==> src/rtl/reg_file_8x8_if.sv <==
// Operand-path bus for the 8x8 register file: write port, two read addresses,
// registered read data and the write status flag.
interface reg_file_8x8_if #(
   parameter int DATA_WIDTH = 8,
   parameter int ADDR_WIDTH = 3
);
   logic [DATA_WIDTH-1:0] IN;
   logic [ADDR_WIDTH-1:0] INADDRESS;
   logic                  WRITE;
   logic [ADDR_WIDTH-1:0] OUT1ADDRESS;
   logic [ADDR_WIDTH-1:0] OUT2ADDRESS;
   logic [DATA_WIDTH-1:0] OUT1;
   logic [DATA_WIDTH-1:0] OUT2;
   logic                  BUSY;

   modport master (
      output IN, INADDRESS, WRITE, OUT1ADDRESS, OUT2ADDRESS,
      input  OUT1, OUT2, BUSY
   );

   modport slave (
      input  IN, INADDRESS, WRITE, OUT1ADDRESS, OUT2ADDRESS,
      output OUT1, OUT2, BUSY
   );
endinterface

==> src/rtl/reg_file_8x8.sv <==
// Eight-entry register file, falling-edge clocked, two registered read ports
// with write-to-read bypass and a one-cycle BUSY flag after every write.
module reg_file_8x8 #(
   parameter int DATA_WIDTH = 8,
   parameter int ADDR_WIDTH = 3
) (
   input logic           CLK,
   input logic           RESET,
   reg_file_8x8_if.slave bus
);
   localparam int DEPTH = 2 ** ADDR_WIDTH;

   logic [DATA_WIDTH-1:0] r_mem [DEPTH];
   logic [DATA_WIDTH-1:0] r_out1;
   logic [DATA_WIDTH-1:0] r_out2;
   logic                  r_busy;

   logic w_hit1;
   logic w_hit2;

   assign w_hit1 = (bus.INADDRESS == bus.OUT1ADDRESS);
   assign w_hit2 = (bus.INADDRESS == bus.OUT2ADDRESS);

   // An unknown WRITE falls through to the hold branch, keeping X out of the array.
   genvar gi;
   generate
      for (gi = 0; gi < DEPTH; gi++) begin : g_reg
         always_ff @(negedge CLK or posedge RESET) begin
            if (RESET) begin
               r_mem[gi] <= '0;
            end else if (bus.WRITE && (bus.INADDRESS == ADDR_WIDTH'(gi))) begin
               r_mem[gi] <= bus.IN;
            end
         end
      end
   endgenerate

   always_ff @(negedge CLK or posedge RESET) begin
      if (RESET) begin
         r_out1 <= '0;
         r_out2 <= '0;
         r_busy <= 1'b0;
      end else begin
         if (bus.WRITE && w_hit1) r_out1 <= bus.IN;
         else                     r_out1 <= r_mem[bus.OUT1ADDRESS];

         if (bus.WRITE && w_hit2) r_out2 <= bus.IN;
         else                     r_out2 <= r_mem[bus.OUT2ADDRESS];

         if (bus.WRITE) r_busy <= 1'b1;
         else           r_busy <= 1'b0;
      end
   end

   assign bus.OUT1 = r_out1;
   assign bus.OUT2 = r_out2;
   assign bus.BUSY = r_busy;
endmodule

==> src/flat_wrapper.sv <==
// flat-port wrapper written by rule: the top's interface ports become plain ports
module reg_file_8x8_flat 
#(
   parameter int DATA_WIDTH = 8,
   parameter int ADDR_WIDTH = 3
)
  (CLK, RESET, bus_IN, bus_INADDRESS, bus_WRITE, bus_OUT1ADDRESS, bus_OUT2ADDRESS, bus_OUT1, bus_OUT2, bus_BUSY);
  reg_file_8x8_if #(.DATA_WIDTH(DATA_WIDTH), .ADDR_WIDTH(ADDR_WIDTH)) bus_i ();
  input logic CLK;
  input logic RESET;
  input wire logic [$bits(bus_i.IN)-1:0] bus_IN;
  input wire logic [$bits(bus_i.INADDRESS)-1:0] bus_INADDRESS;
  input wire logic [$bits(bus_i.WRITE)-1:0] bus_WRITE;
  input wire logic [$bits(bus_i.OUT1ADDRESS)-1:0] bus_OUT1ADDRESS;
  input wire logic [$bits(bus_i.OUT2ADDRESS)-1:0] bus_OUT2ADDRESS;
  output wire logic [$bits(bus_i.OUT1)-1:0] bus_OUT1;
  output wire logic [$bits(bus_i.OUT2)-1:0] bus_OUT2;
  output wire logic [$bits(bus_i.BUSY)-1:0] bus_BUSY;
  assign bus_i.IN = bus_IN;
  assign bus_i.INADDRESS = bus_INADDRESS;
  assign bus_i.WRITE = bus_WRITE;
  assign bus_i.OUT1ADDRESS = bus_OUT1ADDRESS;
  assign bus_i.OUT2ADDRESS = bus_OUT2ADDRESS;
  assign bus_OUT1 = bus_i.OUT1;
  assign bus_OUT2 = bus_i.OUT2;
  assign bus_BUSY = bus_i.BUSY;
  reg_file_8x8 #(.DATA_WIDTH(DATA_WIDTH), .ADDR_WIDTH(ADDR_WIDTH)) u_core (.CLK(CLK), .RESET(RESET), .bus(bus_i));
endmodule
==> config.mk <==
export PLATFORM = sky130hd
export DESIGN_NAME = reg_file_8x8_flat
export DESIGN_NICKNAME = d
export VERILOG_FILES = /design/src/rtl/reg_file_8x8_if.sv /design/src/rtl/reg_file_8x8.sv /design/src/flat_wrapper.sv
export SDC_FILE = /design/constraint.sdc
export NUM_CORES = 1
export LEC_CHECK = 0
export BUFFER_PORTS_ARGS = -buffer_cell sky130_fd_sc_hd__buf_2
export CORE_AREA = 5 5 117 119
export CTS_CLUSTER_DIAMETER = 120
export DETAILED_ROUTE_END_ITERATION = 8
export DIE_AREA = 0 0 122 124
export GPL_TIMING_DRIVEN = 0
export HOLD_SLACK_MARGIN = 0.06
export PLACE_DENSITY = 0.54
export SLEW_MARGIN = 30
export SYNTH_ARGS = -nofsm -noshare
export SYNTH_HDL_FRONTEND = slang
export SYNTH_SLANG_ARGS = --single-unit
==> constraint.sdc <==
create_clock -name CLK -period 7.25 [get_ports CLK]
set_clock_uncertainty 0.15 [all_clocks]
set_input_delay 1.0875 -clock CLK [delete_from_list [all_inputs] [get_ports CLK]]
set_output_delay 1.0875 -clock CLK [all_outputs]
set_load 0.02 [all_outputs]
# After elaboration in Yosys (flattened, before gate mapping)
# Index checks and enable logic that the tools add are counted.
[classes] reduce_logical=11 bitwise_logic=2 n_mux=9 eq_ne=9 magnitude_cmp=2
[ops] operator="8-bit binary-select mux with 3-bit select" n=2
[ops] operator="8-bit 2-to-1 mux" n=6
[ops] operator="3-bit == test (second input constant)" n=4
[ops] operator="1-bit logical AND" n=10
[ops] operator="4-bit greater-or-equal comparator (second input constant)" n=2
[ops] operator="3-bit NOT with 4-bit output" n=2
[ops] operator="3-bit by 2-bit == test with 1-bit output (second input constant)" n=2
[ops] operator="3-bit == test" n=2
[ops] operator="3-bit by 1-bit == test with 1-bit output (second input constant)" n=1
[ops] operator="3-bit zero test" n=1
[ops] operator="1-bit 2-to-1 mux" n=1
[totals] in_bits=20 register_bits=81 out_inout_bits=17 wordCells=44

# Depth between registers and ports, before layout
# Gate-level depths: netlist of run 1.
[depth] word_depth=5 ltp_mapped=5 mapped_depth_nobuf=3

==> results.md, run 1 <==
- Status: finished clean
- # hold bufs at CTS: 0
- Pre-CTS setup slack: 0.500 ns
- Layout area overhead: 15.9%
- Most instantiated library cell after synthesis: mux2_2
- Initial DRT Pass Iterations: 5
- Setup violators final: 0
- Placed cell areas: 4620 um2
- Sequential fraction of design power: 43.0%
- Switching Fraction: 25.5%
- Adder-Cell Fraction of Synth Area: 0%
- Synthesized flop and latch total: 81
- Pwr/cell area: 293 nW/um2
- DR WL/cell: 21.2 um
- Setup crit start kind: input pin
- Clk root buf: clkbuf_16
- Total power: 1.45 mW
- CTS Buffer Depth: 2
- Sequential cell area: 2030 um2
- ANT nets after route: 0
- Synth Area in XOR/XNOR: 1.23%
- Most common library cells after synthesis: 92 x mux2_2, 81 x dfrtn_1, 28 x mux4_1
- Horiz. Die Dim: 122 um
- Total wire length: 9720 um
- Critical path class: input pin to flop
- Drt drc: 0
- Hold path start: u_core.r_mem[18]
- Post-synthesis mux area share: 45.0%
- Share of cells above drive strength 1: 53.5%
- Yosys cell types: 17
- Initial drt markers: 89
- TritonCTS clock tree: done
- Avg Synthesized Cell Area: 17.1 um2
- Via count: 2299
- Hold slack: 0.312 ns
- CP max FO: 10
- Leak pwr: 2.10 nW
- Worst path required time: 3.65 ns
- Inserted Diodes: 0
- Worst vdd ir: 0.000126 V
- Arrival @ worst endpoint: 2.76 ns
- P_int: 1.08 mW
- Final Hold Fails: 0
- Post-DP HPWL: 6060 um
- PnR worst setup slack: 0.890 ns
- Clock Power Share: 34.0%
- Vias in the first global route: 2550
- Share of flip-flops with an asynchronous set or reset: 100%
- Num CTS Buffers: 9
- Rel. slew slack: 35.6%
- GRT Resource Usage Total: 14.1%
- Global-route wire length before repair: 15400 um
- Clk sink count: 81
- FF-to-FF path depth: 3
- Seq/Total Area, Yosys: 47.5%
- Comb power frac: 23.0%
- Final Util: 39.7%
- Post-synth top flop: dfrtn_1
- # fillers: 1174
- Max Slew Vio Count: 0
- Vias per inst: 5.02
- Post-synthesis compound-gate area fraction: 0%
- Maxcap violations: 0
- Synth top area share: 47.5%
- Post_cts resized: 0
- Fin nets: 301
- Setup crit end kind: flop
- Die footprint: 15100 um2
- Top-Level Pins: 37
- Main combinational cell family by area after synthesis: multiplexers
- Initial antenna violation count: 0
- Simple-Gate Fraction of Synth Area: 2.34%
- Post-CTS setup buffer count: 0
- Footprint of the multi-input gates: 2090 um2
- Largest net degree at the start of global routing: 46
- Yosys warnings: 0
- Synth area leaders: dfrtn_1 47%, mux2_2 24%, mux4_1 17%
- Fin area: 4950 um2
- Mapped Nets: 270
- Clock Pin Slew Worst Setup and Hold Paths: 0.04 ns
- Measured slew at the worst slew-check pin: 0.962 ns
- Total core area: 12500 um2
- Crit path to: u_core.bus.OUT1[3]
- Row Count: 41
- Psw: 0.370 mW
- Reg2Reg Launch Point: u_core.r_mem[43]
- GRT overflow: 0
- Post-synth EDFFs: 0
- Worst Setup SP: bus_OUT1ADDRESS[0]
- RSZ-0062 raised after global routing: false
- Reg2reg end: u_core.bus.OUT1[3]
- Initial Util: 34.3%
- Min-delay worst type: flop to flop
- GP Congestion: 0.719
- Most area-hungry cell type in the Yosys netlist: dfrtn_1
- Die Y: 124 um
- IO Port Bufs: 19
- Mapped cell area: 4270 um2
- Skew-Pair Late Insertion Delay: 0.34 ns
- Reg-to-reg slack, setup: 5.54 ns
- Post-Syn Instances: 250
- H-tree depth: 3
cell usage in the layout, fill, tap and decap left out, drive strengths merged, types with 2 or more instances in the layout:
master   n
mux2    96
dfrtn   81
buf     42
mux4    32
clkbuf  12
xnor2    6
nand4b   3
nand4    3
nor3b    2
nor3     2
bufinv   2
routing by layer:
layer  wire (um)  GRT usage [%]  part of all wire (%)  vias up
met5           0              0                     0        -
met4         125           4.27                   1.3        0
met3         325           3.13                   3.3       10
met2        4750           23.1                    49       41
met1        4520           18.9                    47     1204
li1            -              -                     -     1044
registers in the layout, indices dropped and copies added (netlist names):
register         count
u_core.bus.BUSY      1
u_core.bus.OUT2      8
u_core.bus.OUT1      8
u_core.r_mem        64
how the worst min path moves through the flow:
stage                  endpoint  slack, ns  cells past startpoint
6_report       u_core.r_mem[18]       0.31                      1
5_1_grt         u_core.r_mem[0]       0.33                      1
4_1_cts        u_core.r_mem[40]       0.31                      1
3_5_place_dp   u_core.r_mem[40]       0.31                      1
3_3_place_gp   u_core.r_mem[36]       0.31                      1
2_1_floorplan  u_core.r_mem[16]       0.30                      1
per-stage QoR:
| step | setup TNS (ns) | std cells |
|---|---|---|
| 2_1_floorplan | 0 | 250 |
| 3_3_place_gp | -47.29 | 441 |
| 3_5_place_dp | 0 | 442 |
| 4_1_cts | 0 | 458 |
| 5_1_grt | 0 | 458 |
| 6_report | 0 | 458 |
cells by family (layout without fill, tap and decap cells):
kind of cell | Yosys count | after routing
muxes | 128 | 128
and+or+nand+nor | 12 | 12
xor gates and xnor gates | 6 | 6
buffers and inverters | 23 | 59
DFF | 81 | 81
area by class of cell:
class / count / area share (%)
plain buffers: 22 / 3.34
clock buffers: 12 / 4.98
clock inverters: 4 / 1.54
inverters: 1 / 0.177
multi-input cells: 146 / 42.2
flip-flops and latches: 81 / 41.0
well taps: 172 / 4.35
repair buffers: 20 / 2.48
power by group through the flow:
| stage | clock [mW] | sequential (mW) | combinational (mW) |
|---|---|---|---|
| after floorplan | 0 | 0.649 | 0.232 |
| after global placement | 0 | 0.624 | 0.331 |
| after detailed placement | 0 | 0.630 | 0.339 |
| after CTS | 0.505 | 0.623 | 0.340 |
| after global routing | 0.523 | 0.637 | 0.365 |
| final | 0.493 | 0.624 | 0.334 |
critical path, cell delays in order:
cell	delay [ns]
buf_6	0.14
buf_8	0.16
xnor2_1	0.16
nand4_1	0.66
mux2_2	0.55
Note: power is estimated with default switching activity, not from simulation.
==> run 2, diff against run 1 <==
CORE_AREA = 5 5 104 106   (was 5 5 117 119)
DIE_AREA = 0 0 109 111   (was 0 0 122 124)
PLACE_DENSITY = 0.65   (was 0.54)
==> results.md, run 2 (synthesis gave the netlist of run 1 again) <==
- ANT nets after route: 0 (unchanged)
- Worst path most repeated cell: buf_2
- Wire length on met1: 4330 um (-4.2%)
- Max Slew Vio Count: 0 (unchanged)
- Worst hold path stage count: 1 (unchanged)
- Pwr/cell area: 275 nW/um2 (-6.1%)
- Setup crit start kind: input pin
- Clock Pin Slew Worst Setup and Hold Paths: 0.05 ns (about the same)
- Max reg flops: 64 (unchanged)
- TritonCTS clock tree: done
- Rel. slew slack: 32.9% (-2.7 points)
- GP Congestion: 0.746 (+3.7%)
- Setup_tns: 0 ns (unchanged)
- Vias per inst: 5.68 (+13%)
- # hold bufs at CTS: 0 (unchanged)
- Measured slew at the worst slew-check pin: 1.00 ns (+0.0395 ns)
- IO Port Bufs: 19 (unchanged)
- CTS Buffer Depth: 2 (unchanged)
- Total power: 1.31 mW (-9.4%)
- RSZ-0062 raised after global routing: false
- Slowest CP cell: nor3b_2
- Met3 WL: 318 um (-2.2%)
- Hold slack: 0.318 ns (+0.00548 ns)
- Worst vdd ir: 0.0000989 V (-21%)
- Setup violators final: 0 (unchanged)
- Setup crit end kind: flop
- GRT Resource Usage Total: 15.9% (+1.8 points)
- Arrival @ worst endpoint: 2.64 ns (-0.12 ns)
- Layout area overhead: 11.8%
- Final Util: 49.3% (+9.6 points)
- FF-to-FF path depth: 3 (unchanged)
- Initial drt markers: 63 (-29%)
- Initial DRT Pass Iterations: 4 (-1)
- CP bufs+invs: 2 (unchanged)
- Total wire length: 9160 um (-5.7%)
- Top reg by flops: u_core.r_mem
- Maxcap violations: 0 (unchanged)
- Status: finished clean
- Cell Chain, Critical Path: buf_2 > buf_2 > nand2b_1 > nor3b_2 > mux2_2
- Layout Cells excl Fill: 419 (-8.5%)
- Critical path class: input pin to flop
- Largest net degree at the start of global routing: 63 (+37%)
- Post-DP HPWL: 5830 um (-3.9%)
- Inserted Diodes: 0 (unchanged)
- Num CTS Buffers: 9 (unchanged)
- Initial Util: 44.1% (+9.8 points)
- Top delay family on crit path: simple AND/OR/NAND/NOR gates
- Row Count: 36 (-12%)
- DR top layer: met4
- Min-delay worst type: flop to flop
- Fin nets: 301 (unchanged)
- CP max FO: 8 (-2)
- Top-Level Pins: 37 (unchanged)
- Metal2 WL: 4380 um (-7.8%)
- DR WL/cell: 21.9 um (+3.0%)
- Final Hold Fails: 0 (unchanged)
- GRT overflow: 0 (unchanged)
- Post_cts resized: 0 (unchanged)
- Initial antenna violation count: 0 (unchanged)
- Leak pwr: 2.05 nW (-2.5%)
- Post-CTS setup buffer count: 0 (unchanged)
- Die Y: 111 um (-10%)
- Slowest cell delay on critical path: 0.75 ns (+0.09 ns)
- Via count: 2380 (+3.5%)
- Placed Cells: 403 (-8.8%)
- Clk sink count: 81 (unchanged)
- Drt drc: 0 (unchanged)
- Skew-Pair Late Insertion Delay: 0.34 ns (about the same)
- Share of cells above drive strength 1: 53.8% (+0.35 points)
- Clk root buf: clkbuf_8
- Commonest non-fill, non-tap cells in the layout: 92 x mux2_2, 81 x dfrtn_1, 28 x mux4_1
- H-tree depth: 3 (unchanged)
- Die footprint: 12100 um2 (-20%)
- Horiz. Die Dim: 109 um (-11%)
- Total core area: 9680 um2 (-22%)
- Vias in the first global route: 2476 (-2.9%)
- Worst path required time: 3.65 ns (about the same)
- Global-route wire length before repair: 14300 um (-7.2%)
- CP Depth: 5 (unchanged)
- Most common cell after layout, fill and taps aside: mux2_2
==> run 2: changes by cell type in the layout (fill, tap and decap cells not counted), sizes merged <==
cell    change
clkbuf      -2
clkinv      +2
==> run 2: metrics by stage <==
stage / setup WS (ns) / instance area [um2]
floorplan: 0.427 / 4270
global route: 0.914 / 4770
detailed placement: 0.636 / 4560
CTS: 1.00 / 4770
global placement: -0.514 / 4530
finish: 1.01 / 4770
==> run 2: final timing paths <==
| path | from | endpoint | slack, ns |
|---|---|---|---|
| worst max-delay path | bus_WRITE | u_core.r_mem[41] | 1.01 |
| worst max register to register | u_core.r_mem[43] | u_core.bus.OUT1[3] | 5.52 |
| min in group asynchronous | RESET | u_core.r_mem[8] | 4.04 |
| worst min register to register | u_core.r_mem[20] | u_core.r_mem[20] | 0.32 |
| worst min-delay path | u_core.r_mem[20] | u_core.r_mem[20] | 0.32 |
| max in group asynchronous | RESET | u_core.r_mem[48] | 2.31 |
==> run 2: area by class of cell <==
| cell class | count | area (um2) |
|---|---|---|
| Buffer | 22 | 165 |
| Tap cell | 133 | 166 |
| Fill cell | 830 | 4910 |
| Sequential cell | 81 | 2030 |
| Inverter | 1 | 8.76 |
| Clock inverter | 6 | 82.6 |
| Multi-Input combinational cell | 146 | 2070 |
| Timing Repair Buffer | 20 | 123 |
| Clock buffer | 10 | 128 |
==> run 2: routing by layer <==
| metal | vias up | GRT usage, % |
|---|---|---|
| met3 | 14 | 3.44 |
| li1 | 1041 | - |
| met4 | 0 | 4.46 |
| met1 | 1286 | 23.4 |
| met5 | - | 0 |
| met2 | 39 | 23.8 |
==> run 2: power by group <==
part	leakage [nW]	internal (mW)	switching, mW
Combinational	0.974	0.200	0.134
Sequential	0.972	0.567	0.0572
Clock	0.106	0.192	0.163
==> run 3, diff against run 2 <==
CORE_AREA = 5 5 91 93   (was 5 5 104 106)
DIE_AREA = 0 0 96 98   (was 0 0 109 111)
PLACE_DENSITY = 0.81   (was 0.65)
clock period = 5.9 ns   (was 7.25 ns; I/O delays follow)
==> results.md, run 3 (synthesis gave the netlist of run 1 again) <==
- Vias in the first global route: 2426 (-2.0%)
- # fillers: 545 (-34%)
- Inserted Diodes: 0 (unchanged)
- CP max FO: 9 (+1)
- Final Util: 64.5% (+15 points)
- Min-delay worst type: flop to flop
- Initial Util: 57.3% (+13 points)
- Post_cts resized: 0 (unchanged)
- Fin nets: 303 (+0.66%)
- Critical path class: input pin to flop
- Die footprint: 9410 um2 (-22%)
- Worst vdd ir: 0.000184 V (+87%)
- Clk root buf: clkbuf_8
- Switching Fraction: 25.9% (-1.0 points)
- Most common cell after layout, fill and taps aside: mux2_2
- Post-CTS setup buffer count: 0 (unchanged)
- Layout area overhead: 12.5%
- H-tree depth: 3 (unchanged)
- Status: finished clean
- Final Hold Fails: 0 (unchanged)
- Setup crit start kind: input pin
- Largest net degree at the start of global routing: 26 (-59%)
- Vias per inst: 6.10 (+7.4%)
- Max Slew Vio Count: 0 (unchanged)
- IO Port Bufs: 19 (unchanged)
- Num CTS Buffers: 9 (unchanged)
- Total core area: 7450 um2 (-23%)
- Setup violators final: 0 (unchanged)
- Via count: 2374 (-0.25%)
- Clock Power Share: 28.6% (+1.6 points)
- GRT Resource Usage Total: 20.6% (+4.6 points)
- DR WL/cell: 22.7 um (+3.9%)
- Arrival @ worst endpoint: 2.53 ns (-0.11 ns)
- Horiz. Die Dim: 96 um (-12%)
- Total wire length: 8840 um (-3.5%)
- Row Count: 32 (-11%)
- TritonCTS clock tree: done
- P_int: 1.22 mW (+27%)
- Setup crit end kind: flop
- GRT overflow: 0 (unchanged)
- Leak pwr: 2.08 nW (+1.3%)
- RSZ-0062 raised after global routing: false
- Skew-Pair Late Insertion Delay: 0.33 ns (about the same)
- Sequential fraction of design power: 46.4% (-1.1 points)
- Global-route wire length before repair: 14100 um (-1.9%)
- # hold bufs at CTS: 0 (unchanged)
- Hold slack: 0.313 ns (-0.00440 ns)
- Initial drt markers: 113 (+79%)
- Top reg by flops: u_core.r_mem
- Rel. slew slack: 35.0% (+2.1 points)
- Setup_tns: 0 ns (unchanged)
- Pwr/cell area: 344 nW/um2 (+25%)
- Worst path required time: 2.97 ns (-0.68 ns)
- Initial antenna violation count: 0 (unchanged)
- Commonest non-fill, non-tap cells in the layout: 92 x mux2_2, 81 x dfrtn_1, 28 x mux4_1
- Maxcap violations: 0 (unchanged)
- Total power: 1.65 mW (+26%)
- GP Congestion: 0.757 (+1.4%)
- Comb power frac: 25.0% (-0.4 points)
- Measured slew at the worst slew-check pin: 0.970 ns (-0.0312 ns)
- Max reg flops: 64 (unchanged)
- Post-DP HPWL: 5610 um (-3.7%)
- Psw: 0.429 mW (+21%)
- Clk sink count: 81 (unchanged)
- Initial DRT Pass Iterations: 4 (unchanged)
- CTS Buffer Depth: 2 (unchanged)
- ANT nets after route: 0 (unchanged)
- Die Y: 98 um (-12%)
- Top-Level Pins: 37 (unchanged)
- Share of cells above drive strength 1: 54.4% (+0.51 points)
- Drt drc: 0 (unchanged)
- Clock Pin Slew Worst Setup and Hold Paths: 0.06 ns (about the same)
==> run 3: stage by stage <==
stage | worst slack, ns | cells | area, um2
finish | 0.443 | 389 | 4800
floorplan | 0.526 | 250 | 4270
CTS | 0.456 | 389 | 4800
global placement | 0.132 | 371 | 4500
detailed placement | 0.114 | 374 | 4570
global route | 0.395 | 389 | 4800
==> run 3: power groups by stage <==
stage,Sequential (mW),Combinational [mW],Clock (mW)
floorplan,0.798,0.285,0
global placement,0.762,0.399,0
detailed placement,0.774,0.417,0
CTS,0.765,0.419,0.479
global route,0.783,0.443,0.507
finish,0.766,0.413,0.472
==> run 3: area by class of cell <==
| class | instances | area [um2] | area share (%) |
|---|---|---|---|
| multi-input cells | 146 | 2070 | 43.2 |
| flip-flops and latches | 81 | 2030 | 42.2 |
| repair buffers | 22 | 170 | 3.54 |
| plain buffers | 22 | 165 | 3.44 |
| well taps | 102 | 128 | 2.66 |
| clock buffers | 9 | 124 | 2.58 |
| clock inverters | 6 | 108 | 2.24 |
| inverters | 1 | 7.51 | 0.156 |
==> run 3: critical path, stage by stage <==
cell and delay [ns]:
buf_2 0.29, xnor2_1 0.17, nand4_1 0.64, mux2_2 0.54
==> run 3: worst paths after layout <==
path	end	from	slack (ns)	cells past startpoint
min reg2reg	u_core.r_mem[31]	u_core.r_mem[31]	0.31	1
max reg2reg	u_core.bus.OUT2[4]	u_core.r_mem[20]	4.17	3
max in group asynchronous	u_core.r_mem[1]	RESET	1.71	4
max	u_core.bus.OUT1[4]	bus_OUT1ADDRESS[2]	0.44	4
min	u_core.r_mem[31]	u_core.r_mem[31]	0.31	1
min in group asynchronous	u_core.bus.OUT2[2]	RESET	3.24	2
==> run 3: layer usage <==
layer  up-vias  GRT usage [%]  routed length [um]
met1      1266           29.2                3850
met5         -              0                   0
met2        52           32.7                4540
met4         0           4.49                  70
met3         8           4.47                 378
li1       1048              -                   -
